### config.mk
export PLATFORM = sky130hd
export DESIGN_NAME = parity_rr_scheduler
export DESIGN_NICKNAME = d
export VERILOG_FILES = /design/src/rtl/parity_pkg.sv /design/src/rtl/parity_serial_engine.sv /design/src/rtl/parity_rr_scheduler.sv
export SDC_FILE = /design/constraint.sdc
export NUM_CORES = 1
export LEC_CHECK = 0
export CORE_MARGIN = 5
export CORE_UTILIZATION = 44
export DETAILED_ROUTE_END_ITERATION = 10
export HOLD_SLACK_MARGIN = 0.02
export PLACE_DENSITY = 0.86
export SETUP_SLACK_MARGIN = 0.2
export SKIP_CTS_REPAIR_TIMING = 1
export SLEW_MARGIN = 5
export SYNTH_ARGS = -nofsm -noshare
export SYNTH_HDL_FRONTEND = slang
export SYNTH_SLANG_ARGS = --single-unit
### constraint.sdc
create_clock -name clk -period 2.12 [get_ports clk]
set_clock_uncertainty 0.1 [all_clocks]
set_input_delay 0.318 -clock clk [delete_from_list [all_inputs] [get_ports clk]]
set_output_delay 0.318 -clock clk [all_outputs]
set_load 0.02 [all_outputs]
### src/rtl/parity_pkg.sv
// parity_pkg: shared FSM encoding, defaults and width helpers for parity_rr_scheduler.
package parity_pkg;
  typedef enum logic [1:0] {
    ST_IDLE  = 2'd0,
    ST_SHIFT = 2'd1,
    ST_DONE  = 2'd2
  } state_t;
  localparam int DEFAULT_DATA_W = 8;
  function automatic int clog2(input int v);
    int r;
    r = 0;
    while ((1 << r) < v) r = r + 1;
    return r;
  endfunction
  function automatic int id_w(input int n);
    return (clog2(n) < 1) ? 1 : clog2(n);
  endfunction
endpackage

### src/rtl/parity_serial_engine.sv
// parity_serial_engine: bit-serial even-parity accumulator with a DATA_W-cycle bit counter.
module parity_serial_engine
  import parity_pkg::*;
#(
  parameter int DATA_W = DEFAULT_DATA_W,
  localparam int CNT_W = id_w(DATA_W)
) (
  input  logic              clk,
  input  logic              reset,
  input  logic              load,
  input  logic [DATA_W-1:0] load_data,
  input  logic              shift_en,
  output logic              last_bit,
  output logic              acc
);
  logic [DATA_W-1:0] r_shreg;
  logic [CNT_W-1:0]  r_cnt;
  logic              r_acc;
  always_ff @(posedge clk) begin
    if (reset) begin
      r_shreg <= '0;
      r_cnt   <= '0;
      r_acc   <= 1'b0;
    end else if (load) begin
      r_shreg <= load_data;
      r_cnt   <= '0;
      r_acc   <= 1'b0;
    end else if (shift_en) begin
      r_acc   <= r_acc ^ r_shreg[0];
      r_shreg <= r_shreg >> 1;
      r_cnt   <= r_cnt + CNT_W'(1);
    end
  end
  assign last_bit = r_cnt == CNT_W'(DATA_W - 1);
  assign acc      = r_acc;
endmodule

### src/rtl/parity_rr_scheduler.sv
// parity_rr_scheduler: round-robin share of one serial parity engine among NUM_REQ requesters.
// Optional PARITY_CHECK_EN adds req_par input and par_err output.
module parity_rr_scheduler
  import parity_pkg::*;
#(
  parameter int NUM_REQ = 4,
  parameter int DATA_W  = DEFAULT_DATA_W,
  localparam int ID_W   = id_w(NUM_REQ)
) (
  input  logic                      clk,
  input  logic                      reset,
  input  logic [NUM_REQ-1:0]        req,
  input  logic [NUM_REQ*DATA_W-1:0] req_data,
`ifdef PARITY_CHECK_EN
  input  logic [NUM_REQ-1:0]        req_par,
  output logic                      par_err,
`endif
  output logic [NUM_REQ-1:0]        grant,
  output logic                      busy,
  output logic                      done,
  output logic [ID_W-1:0]           done_id,
  output logic                      parity
);
  state_t              r_state, w_next;
  logic [ID_W-1:0]     r_ptr, w_win, r_done_id;
  logic [NUM_REQ-1:0]  r_grant;
  logic                r_parity, w_load, w_last, w_acc;
  always_comb begin
    w_win = r_ptr;
    for (int k = NUM_REQ; k >= 1; k--)
      if (req[(int'(r_ptr) + k) % NUM_REQ]) w_win = ID_W'((int'(r_ptr) + k) % NUM_REQ);
  end
  always_comb begin
    w_load = (r_state == ST_IDLE) && (|req);
    w_next = w_load ? ST_SHIFT :
             (r_state == ST_SHIFT) ? (w_last ? ST_DONE : ST_SHIFT) : ST_IDLE;
  end
  always_ff @(posedge clk) begin
    if (reset) r_state <= ST_IDLE;
    else       r_state <= w_next;
  end
  always_ff @(posedge clk) begin
    if (reset) begin
      r_ptr     <= ID_W'(NUM_REQ - 1);
      r_grant   <= '0;
      r_done_id <= '0;
      r_parity  <= 1'b0;
    end else begin
      if (w_load) begin
        r_ptr   <= w_win;
        r_grant <= NUM_REQ'(1) << w_win;
      end else if (r_state == ST_DONE) begin
        r_grant <= '0;
      end
      if (r_state == ST_SHIFT && w_last) r_done_id <= r_ptr;
      if (r_state == ST_DONE) r_parity <= w_acc;
    end
  end
  parity_serial_engine #(.DATA_W(DATA_W)) u_engine (
    .clk      (clk),
    .reset    (reset),
    .load     (w_load),
    .load_data(req_data[w_win*DATA_W +: DATA_W]),
    .shift_en (r_state == ST_SHIFT),
    .last_bit (w_last),
    .acc      (w_acc)
  );
  // In DONE the accumulator is final and stable; r_parity keeps it once the engine reloads.
  assign parity  = (r_state == ST_DONE) ? w_acc : r_parity;
  assign grant   = r_grant;
  assign busy    = r_state != ST_IDLE;
  assign done    = r_state == ST_DONE;
  assign done_id = r_done_id;
`ifdef PARITY_CHECK_EN
  logic r_exp, r_par_err;
  always_ff @(posedge clk) begin
    if (reset) begin
      r_exp     <= 1'b0;
      r_par_err <= 1'b0;
    end else begin
      if (w_load) r_exp <= req_par[w_win];
      if (r_state == ST_DONE) r_par_err <= w_acc ^ r_exp;
    end
  end
  assign par_err = (r_state == ST_DONE) ? (w_acc ^ r_exp) : r_par_err;
`endif
endmodule

==> flow_summary.ini <==
[global_route]
grtUsageMet1 = 0.2066
busiest_layer = met2
grt_usage = 0.1760
grt.met2_usage = 0.3144
gr-usage-met3 = 0.04203
grt_overflow = 0
grt_max_degree = 20
grt_pass1_wl_um = 5920
grt_pass1_vias = 1321
antenna_found_initial = 0

[floorplan]
pin_count = 47
die_x_um = 64.38
start_util = 0.4639
coreArea_um2 = 2805
die-area_um2 = 4145
num_rows = 19
die_h_um = 64.38

[cells_and_area]
area_growth_syn_to_layout_pct = 51.06
regArea_um2 = 464.2
drive_above_1_share = 0.1618
diodes = 0
fillers = 217
final_cell_mix = clkdlybuf4s50_1 (40), dfxtp_1 (20), mux2i_1 (16)
nets = 245
multi_input_area_um2 = 795.8
post-route-util = 0.7007
final_common_cell = clkdlybuf4s50_1

[critical_path]
crit_path_max_fanout = 7
cp-startpoint = req[0]
critPathTopFamily = buffers and inverters
crit_type = in -> reg
slowest_delay_ns = 0.57
arrival_ns = 2.00
r2r_slack_ns = 0.30
worstSetupEndpoint = u_engine.r_shreg[6]
reg2reg_depth = 7
cp-start-kind = primary input
cp.required_ns = 2.25
r2r-end = u_engine.r_shreg[2]
crit_path_end_kind = flip-flop
worstReg2RegStart = r_ptr[1]
crit_cells = 7
crit_path_top_delay_cell = clkdlybuf4s50_1
cp_cell_sequence = clkdlybuf4s50_1, nor4_4, buf_4, nor3_4, nand4b_1, buf_4, o221ai_1
crit_top_cell = buf_4
critPathBufInv = 3

[place]
dp_hpwl_um = 2818
gp_congestion = 0.7478
port_buffers = 46

[power_and_ir_drop]
combPwrFrac = 0.362
netSwitchingPower_w = 0.0003479
swShare = 0.3116
power_leakage_nw = 0.9005
peakVddDrop_uv = 405.6
p_int_w = 0.0007686
power_density_nw_per_um2 = 568.0
p_clk_frac = 0.181
p_seq_frac = 0.457

[synthesis]
synth_area_per_cell_um2 = 8.974
netlist_instances = 145
seq_area_frac_synth = 0.3538
synth_cell_types = 33
yosysWarnings = 0
synth_seq_cells = 23
syn-num-nets = 185
syn_area_um2 = 1301

[sta]
worstMarginPinSlew_ns = 0.3460
slew_headroom = 0.7694
slew_violations = 0
finalHoldViolCount = 0
fmax_mhz = 534.9
rsz0062_at_grt = yes
period_share = 0.8818
fin_setup_tns_ns = 0
finalSetupViolCount = 0
min_period_ns = 1.869

[routing]
dr.pass1.iters = 4
ant_nets = 0
vias_per_cell = 5.732
wl_per_cell_um = 16.10
route.vias.total = 1347
route.detailed.drc = 0
drt-total-wl_um = 3783
drtIter0Drc = 72

[job]
cap_violations = 0

[worst_hold_path]
hold_path.class = reg -> reg

[clocking]
clockBufferDepth = 2
cts_tree = yes
clkLatencyLatePin_ns = 0.31
cts.sink_count = 23
cts-htree-levels = 1
numCtsBuffers = 3
ctsRootBufferMaster = clkbuf_4
clk_pin_slew_ns = 0.13

[status]
status = completed
cells in the mapped netlist:
master	count	area, um^2
buf_4	2	15.01
buf_1	2	7.510
and3_1	1	6.260
a21oi_1	15	75.07
nand2b_1	5	31.28
ha_1	2	25.02
mux2i_1	18	180.2
clkbuf_1	1	3.750
a31oi_1	1	6.260
or3_1	10	62.56
and3b_1	1	8.760
inv_1	5	18.77
dfxtp_1	23	460.4
nand4b_1	1	8.760
nor2_1	14	52.55
nor4_4	1	21.27
nor3_4	1	16.27
o211ai_1	1	7.510
nand3_1	7	35.03
nor3_1	5	25.02
or2_1	1	6.260
xor2_1	1	8.760
a211o_1	4	35.03
buf_2	1	5.000
nand2_1	7	26.28
buf_12	1	20.02
mux2_2	1	11.26
nor2b_1	2	12.51
xnor2_1	1	8.760
o221ai_1	7	61.31
nor2_4	1	11.26
buf_6	1	11.26
o32ai_2	1	16.27
sequential cells by signal (all words and copies together) (netlist names):
name              cells
r_parity              1
grant                 4
done_id               2
r_ptr                 2
u_engine.r_cnt        3
u_engine.r_shreg      8
r_state               2
u_engine.acc          1
per-layer routing:
metal	up-vias	wire length, um
met2	50	1962
li1	652	-
met5	-	0
met4	0	34
met1	643	1481
met3	2	305
power groups by stage:
| stage | logic, W | clock network [W] | registers, W |
|---|---|---|---|
| 3_5_place_dp | 0.000362 | 0 | 0.000516 |
| 5_1_grt | 0.000439 | 0.000225 | 0.000515 |
| 2_1_floorplan | 0.000218 | 0 | 0.000515 |
| 3_3_place_gp | 0.000346 | 0 | 0.000513 |
| 4_1_cts | 0.000364 | 0.000204 | 0.000506 |
| 6_report | 0.000405 | 0.000202 | 0.000510 |
worst min-delay path by stage:
stage / cells past startpoint / startpoint / slack [ns] / to
2_1_floorplan: 2 / u_engine.r_shreg[7] / 0.37 / u_engine.r_shreg[7]
3_3_place_gp: 2 / done_id[0] / 0.34 / done_id[0]
3_5_place_dp: 2 / done_id[0] / 0.35 / done_id[0]
4_1_cts: 2 / done_id[0] / 0.37 / done_id[0]
5_1_grt: 2 / done_id[1] / 0.40 / done_id[1]
6_report: 2 / done_id[0] / 0.37 / done_id[0]
cell families (layout without fill, tap and decap cells):
logic type / count (synthesis) / in the layout / share of synthesized area
DFF: 23 / 23 / 0.3538
buffers and inverters: 13 / 71 / 0.06249
adders and majority gates: 2 / 2 / 0.01923
AOI/OAI and AO/OA: 29 / 29 / 0.1548
xor gates and xnor gates: 2 / 2 / 0.01346
muxes: 19 / 19 / 0.1471
and+or+nand+nor: 57 / 58 / 0.2490
cell type report:
cell class | instances | area share
multi-input combinational | 110 | 0.4048
timing repair buffer | 62 | 0.3157
sequential | 23 | 0.2362
tap | 31 | 0.01973
clock buffer | 3 | 0.01146
inverter | 5 | 0.009548
clock inverter | 1 | 0.002546
worst min-delay path: stages, from the launching register on:
cell	delay, ns
dfxtp_1	0.33
nand2_1	0.05
a21oi_1	0.05
stage by stage:
step	hold slack, ns	power [W]	cells	setup slack (ns)	cell area [um^2]
finish	0.3683	0.001116	235	0.2505	1966
global route	0.3955	0.001179	235	0.1854	1966
CTS	0.3722	0.001074	230	-0.1357	1868
detailed placement	0.3545	0.0008771	226	-0.2597	1841
global placement	0.3449	0.0008597	226	-0.1091	1841
floorplan	0.3742	0.0007329	145	0.4227	1301
Note: power is estimated with default switching activity, not from simulation.
